### src/rtl/button_hex_counter_pkg.sv
// Shared constants for the button hex counter.
//   - SEG_0..SEG_F : active-low 7-segment codes, bit order gfedcba (seg[0]=a).
//   - ANODE_DIGIT0 : active-low anode pattern that lights only the rightmost digit.
//   - DEBOUNCE_CYCLES_DEF / CNT_W_DEF : default debounce length and counter width.
package button_hex_counter_pkg;

    localparam int DEBOUNCE_CYCLES_DEF = 65536;
    localparam int CNT_W_DEF           = 17;

    localparam logic [2:0] ANODE_DIGIT0 = 3'b110;

    localparam logic [6:0] SEG_0 = 7'b1000000;
    localparam logic [6:0] SEG_1 = 7'b1111001;
    localparam logic [6:0] SEG_2 = 7'b0100100;
    localparam logic [6:0] SEG_3 = 7'b0110000;
    localparam logic [6:0] SEG_4 = 7'b0011001;
    localparam logic [6:0] SEG_5 = 7'b0010010;
    localparam logic [6:0] SEG_6 = 7'b0000010;
    localparam logic [6:0] SEG_7 = 7'b1111000;
    localparam logic [6:0] SEG_8 = 7'b0000000;
    localparam logic [6:0] SEG_9 = 7'b0010000;
    localparam logic [6:0] SEG_A = 7'b0001000;
    localparam logic [6:0] SEG_B = 7'b0000011;
    localparam logic [6:0] SEG_C = 7'b1000110;
    localparam logic [6:0] SEG_D = 7'b0100001;
    localparam logic [6:0] SEG_E = 7'b0000110;
    localparam logic [6:0] SEG_F = 7'b0001110;

endpackage

### src/rtl/button_hex_counter_debouncer.sv
// Two-flop synchronizer followed by a stability counter.
//   clk   : system clock
//   rst   : synchronous active-high reset
//   raw   : asynchronous, bouncing button input
//   level : debounced button level (registered)
// The level only follows the synchronized input after it has differed from
// the current level for DEBOUNCE_CYCLES consecutive cycles; any return to
// the current level restarts the count.
import button_hex_counter_pkg::*;

module debouncer #(
    parameter int DEBOUNCE_CYCLES = DEBOUNCE_CYCLES_DEF,
    parameter int CNT_W           = CNT_W_DEF
) (
    input  logic clk,
    input  logic rst,
    input  logic raw,
    output logic level
);

    localparam logic [CNT_W-1:0] CNT_LAST = CNT_W'(DEBOUNCE_CYCLES - 1);

    logic             sync1;
    logic             sync2;
    logic [CNT_W-1:0] cnt;

    always_ff @(posedge clk) begin
        if (rst) begin
            sync1 <= 1'b0;
            sync2 <= 1'b0;
            cnt   <= '0;
            level <= 1'b0;
        end else begin
            sync1 <= raw;
            sync2 <= sync1;
            if (sync2 == level) begin
                cnt <= '0;
            end else if (cnt == CNT_LAST) begin
                // Held the new level for the full window: accept it.
                level <= sync2;
                cnt   <= '0;
            end else begin
                cnt <= cnt + CNT_W'(1);
            end
        end
    end

endmodule

### src/rtl/button_hex_counter.sv
// Counts debounced presses of btnU and shows the 4-bit count as one hex
// digit on the rightmost 7-segment display.
//   clk  : system clock, rising edge
//   btnC : synchronous active-high reset
//   btnU : raw count button, high = pressed
//   seg  : active-low segments, seg[0]=a .. seg[6]=g
//   led  : led[0] = debounced button level
//   an   : active-low anodes, always 3'b110
import button_hex_counter_pkg::*;

module button_hex_counter #(
    parameter int DEBOUNCE_CYCLES = DEBOUNCE_CYCLES_DEF,
    parameter int CNT_W           = CNT_W_DEF
) (
    input  logic       clk,
    input  logic       btnC,
    input  logic       btnU,
    output logic [6:0] seg,
    output logic [0:0] led,
    output logic [2:0] an
);

    logic       level;
    logic       level_d1;
    logic       press;
    logic [3:0] count;

    debouncer #(
        .DEBOUNCE_CYCLES (DEBOUNCE_CYCLES),
        .CNT_W           (CNT_W)
    ) u_debouncer (
        .clk   (clk),
        .rst   (btnC),
        .raw   (btnU),
        .level (level)
    );

    // Rising edge of the debounced level: one cycle wide, releases ignored.
    assign press = level & ~level_d1;

    always_ff @(posedge clk) begin
        if (btnC) begin
            level_d1 <= 1'b0;
            count    <= 4'h0;
        end else begin
            level_d1 <= level;
            if (press)
                count <= count + 4'h1;   // wraps F -> 0 naturally
        end
    end

    always_comb begin
        seg = SEG_0;
        case (count)
            4'h0: seg = SEG_0;
            4'h1: seg = SEG_1;
            4'h2: seg = SEG_2;
            4'h3: seg = SEG_3;
            4'h4: seg = SEG_4;
            4'h5: seg = SEG_5;
            4'h6: seg = SEG_6;
            4'h7: seg = SEG_7;
            4'h8: seg = SEG_8;
            4'h9: seg = SEG_9;
            4'hA: seg = SEG_A;
            4'hB: seg = SEG_B;
            4'hC: seg = SEG_C;
            4'hD: seg = SEG_D;
            4'hE: seg = SEG_E;
            4'hF: seg = SEG_F;
            default: seg = SEG_0;
        endcase
    end

    assign led[0] = level;
    assign an     = ANODE_DIGIT0;

endmodule

### config.mk
export PLATFORM = sky130hd
export DESIGN_NAME = button_hex_counter
export DESIGN_NICKNAME = d
export VERILOG_FILES = /design/src/rtl/button_hex_counter_pkg.sv /design/src/rtl/button_hex_counter_debouncer.sv /design/src/rtl/button_hex_counter.sv
export SDC_FILE = /design/constraint.sdc
export NUM_CORES = 1
export LEC_CHECK = 0
export ABC_AREA = 1
export CORE_AREA = 5 5 63 65
export CTS_BUF_LIST = sky130_fd_sc_hd__clkbuf_16
export CTS_CLUSTER_DIAMETER = 60
export DETAILED_ROUTE_END_ITERATION = 8
export DIE_AREA = 0 0 68 70
export PLACE_DENSITY = 0.72
export SYNTH_ARGS = -nofsm -noshare
export SYNTH_HDL_FRONTEND = slang
export SYNTH_SLANG_ARGS = --single-unit
### constraint.sdc
create_clock -name clk -period 3.65 [get_ports clk]
set_input_delay 0.365 -clock clk [delete_from_list [all_inputs] [get_ports clk]]
set_output_delay 0.365 -clock clk [all_outputs]
set_load 0.01 [all_outputs]
==> impl_metrics.ini <==
[power_and_ir_drop]
p_comb_frac = 0.015
power.density_nw_per_um2 = 404
ir_drop_uv = 209
leakage_nw = 0.883
pwr-share-clk = 0.557
p_switching_mw = 0.152
power.internal_mw = 0.672
seq_power_share = 0.427
switching_share = 0.184

[placement]
globalplace.congestion = 0.836
placed_cells = 290
dp_hpwl_mm = 2.26
port_buffers = 10

[clocking]
cts_resized = 0
clockBufferDepth = 2
clk_pin_slew_worst_paths_ns = 0.05
h-tree-depth = 2
clockRootBuffer = clkbuf_16
insertion_delay_ns = 0.28
postCtsSetupBuffers = 0
cts_num_sinks = 32
cts_buffers = 5
cts_tree = done
cts_hold_buf = 0

[detailed_routing]
drtIter0Drc = 84
vias = 1384
drt_wl_total_mm = 2.96
dr.pass1.iters = 4
drc = 0
viasPerCell = 4.64
wl_per_cell_um = 9.95
drtAntennaViolNets = 0

[flow_run]
maxCapViolations = 0

[grt]
gr-total-overflow = 0
first_global_vias = 1335
antenna_found_initial = 0
grt_max_degree = 14
grt_usage = 0.148
grt_pass1_wl_mm = 5.43

[synthesis]
synthArstFlopShare = 0
synth_top_cell_by_area = dfxtp_1
synth.area.top_cells = dfxtp_1, nand2_1, ha_1, inv_1, nor2_1
synth_flop_cell = dfxtp_1
synth.yosys.warnings = 0
synth_area_sq_um = 1770
synth.distinct_cells = 33
synth_edf_count = 0
avgSynthCellArea_sq_um = 7.41
synth_cells = 239
yosysTopAreaCellShare = 0.362
ys_ff_latch = 32
ys_seq_area_frac = 0.362

[floorplanning]
die_area_sq_um = 4760
io_pins = 14
die_w_um = 68
row_count = 21
start_util = 0.539
fp.dieH_um = 70
core_area_sq_um = 3280

[final_layout]
multi_input_area_sq_um = 938
n_fill_cell = 296
drive_above_1_share = 0.151
final-instance-count-excl-fill = 298
diodes = 0
seq_area_sq_um = 641
area_growth_pct = 15.2
final_util = 0.621
final_nets = 263

[timing]
hold_viol = 0
maxSlewHeadroom = 0.656
skew_ns = 0.00483
worstMarginPinSlew_ns = 0.515
min_period_over_period = 0.612
tns_ns = 0
max_freq_mhz = 448
fin_crit_ns = 2.23
setup_viol = 0
grt_setup_unrepaired = false
maxSlewViolCount = 0

[setup_path]
crit_required_ns = 3.82
startpoint_type = flip-flop
path_cells = ha_1 > nand2_1 > nor2_1 > and3_1 > nand2_1 > nor3_2 > ha_1 > nor2_2 > nand3_2 > clkinv_1 > o21ai_1 > nor2_1
worstPathMaxFanout = 13
cpPeakStageDelay_ns = 0.35
cp-end-kind = flip-flop
cp_slowest_cell = dfxtp_1
arrival_ns = 2.40
path_class = flip-flop to flip-flop

[run_status]
outcome = complete, no violations

[worst_hold_path]
hold_path.class = flip-flop to flip-flop
-- worst max-delay path: cells and delay by family, from the launching register on --
kind / cells / cell delay, ns
buffers and inverters: 1 / 0.22
and+or+nand+nor: 8 / 1.02
AOI/OAI and AO/OA: 1 / 0.12
DFF: 1 / 0.35
adders and majority gates: 2 / 0.42
-- power groups by stage --
stage	registers (mW)	logic, mW	clock network, mW
floorplan	0.359	0.0124	0
global placement	0.359	0.0125	0
detailed placement	0.359	0.0126	0
CTS	0.352	0.0128	0.472
global route	0.352	0.0141	0.482
finish	0.352	0.0127	0.459
-- sequential cells by signal, indices dropped and copies added, names as in the netlist --
signal and flops:
count 4, level_d1 1, seg 7, u_debouncer.cnt 17
u_debouncer.level 1, u_debouncer.sync1 1, u_debouncer.sync2 1
-- final cells by class --
class | instances | share of cell area
clock inverters | 3 | 0.0190
multi-input cells | 165 | 0.460
well taps | 46 | 0.0282
clock buffers | 5 | 0.0613
repair buffers | 10 | 0.0491
inverters | 37 | 0.0681
flip-flops and latches | 32 | 0.314
-- worst paths after layout --
check,cells past startpoint,slack (ns),start,to
worst min-delay path,2,0.41,u_debouncer.sync1$_SDFF_PP0_,u_debouncer.sync2$_SDFF_PP0_
worst max-delay path,12,1.42,u_debouncer.cnt[0]$_SDFF_PP0_,u_debouncer.cnt[11]$_SDFF_PP0_
worst max register to register,12,1.42,u_debouncer.cnt[0]$_SDFF_PP0_,u_debouncer.cnt[11]$_SDFF_PP0_
worst min register to register,2,0.41,u_debouncer.sync1$_SDFF_PP0_,u_debouncer.sync2$_SDFF_PP0_
-- routing by layer --
layer  share of wire  global-route usage  vias to the layer above
li1                -                   -                      759
met5               0                   0                        -
met1            0.46               0.163                      606
met3           0.027              0.0385                        8
met2            0.48               0.247                       11
met4           0.028              0.0861                        0
-- stage by stage --
stage                     hold WS [ns]  total power, mW  cell area [sq um]  setup slack [ns]
final                            0.412            0.824               2040              1.42
after global routing             0.430            0.847               2040              1.16
after CTS                        0.416            0.836               2040              1.39
after detailed placement         0.402            0.372               1880              1.40
after global placement           0.396            0.371               1880              1.49
after floorplan                  0.388            0.371               1770              1.85
-- cell usage in the layout (no fill, tap or decap), types with 2 or more instances in the layout --
cell type,n
nand2_1,64
a21oi_1,7
nand3_2,3
inv_2,6
nor2_2,4
nand2_2,5
inv_1,31
ha_1,9
dfxtp_1,32
nand3_4,2
nor2_1,30
clkdlybuf4s50_1,10
o21ai_0,2
nand2_4,2
nand4_1,9
nor3_2,2
nand3b_1,2
nand3_1,8
clkbuf_16,5
o21ai_1,2
conb_1,3
-- Yosys cell counts (2+ instances only) --
cell      instances
nand4_1           9
inv_2             6
dfxtp_1          32
o21ai_0           2
buf_4             3
nand3_2           3
inv_1            30
nand2_2           5
ha_1              9
nand3b_1          2
buf_6             3
conb_1            2
nor2_2            4
nand2_1          64
nand2_4           2
nand3_1           8
a21oi_1           7
o21ai_1           2
nand3_4           2
nor2_1           30
nor3_2            2
-- logic make-up (layout without fill, tap and decap cells) --
| family | Yosys count | count (layout) | synth area share |
|---|---|---|---|
| AO/OA/AOI/OAI | 14 | 14 | 0.0509 |
| XOR/XNOR | 1 | 1 | 0.00495 |
| adder cells (fa/ha/maj) | 9 | 9 | 0.0636 |
| buffers and inverters | 43 | 55 | 0.110 |
| flip-flops | 32 | 32 | 0.362 |
| other | 2 | 3 | 0.00424 |
| AND/OR/NAND/NOR | 138 | 138 | 0.404 |
No activity file was read; power rests on OpenSTA's default activity.
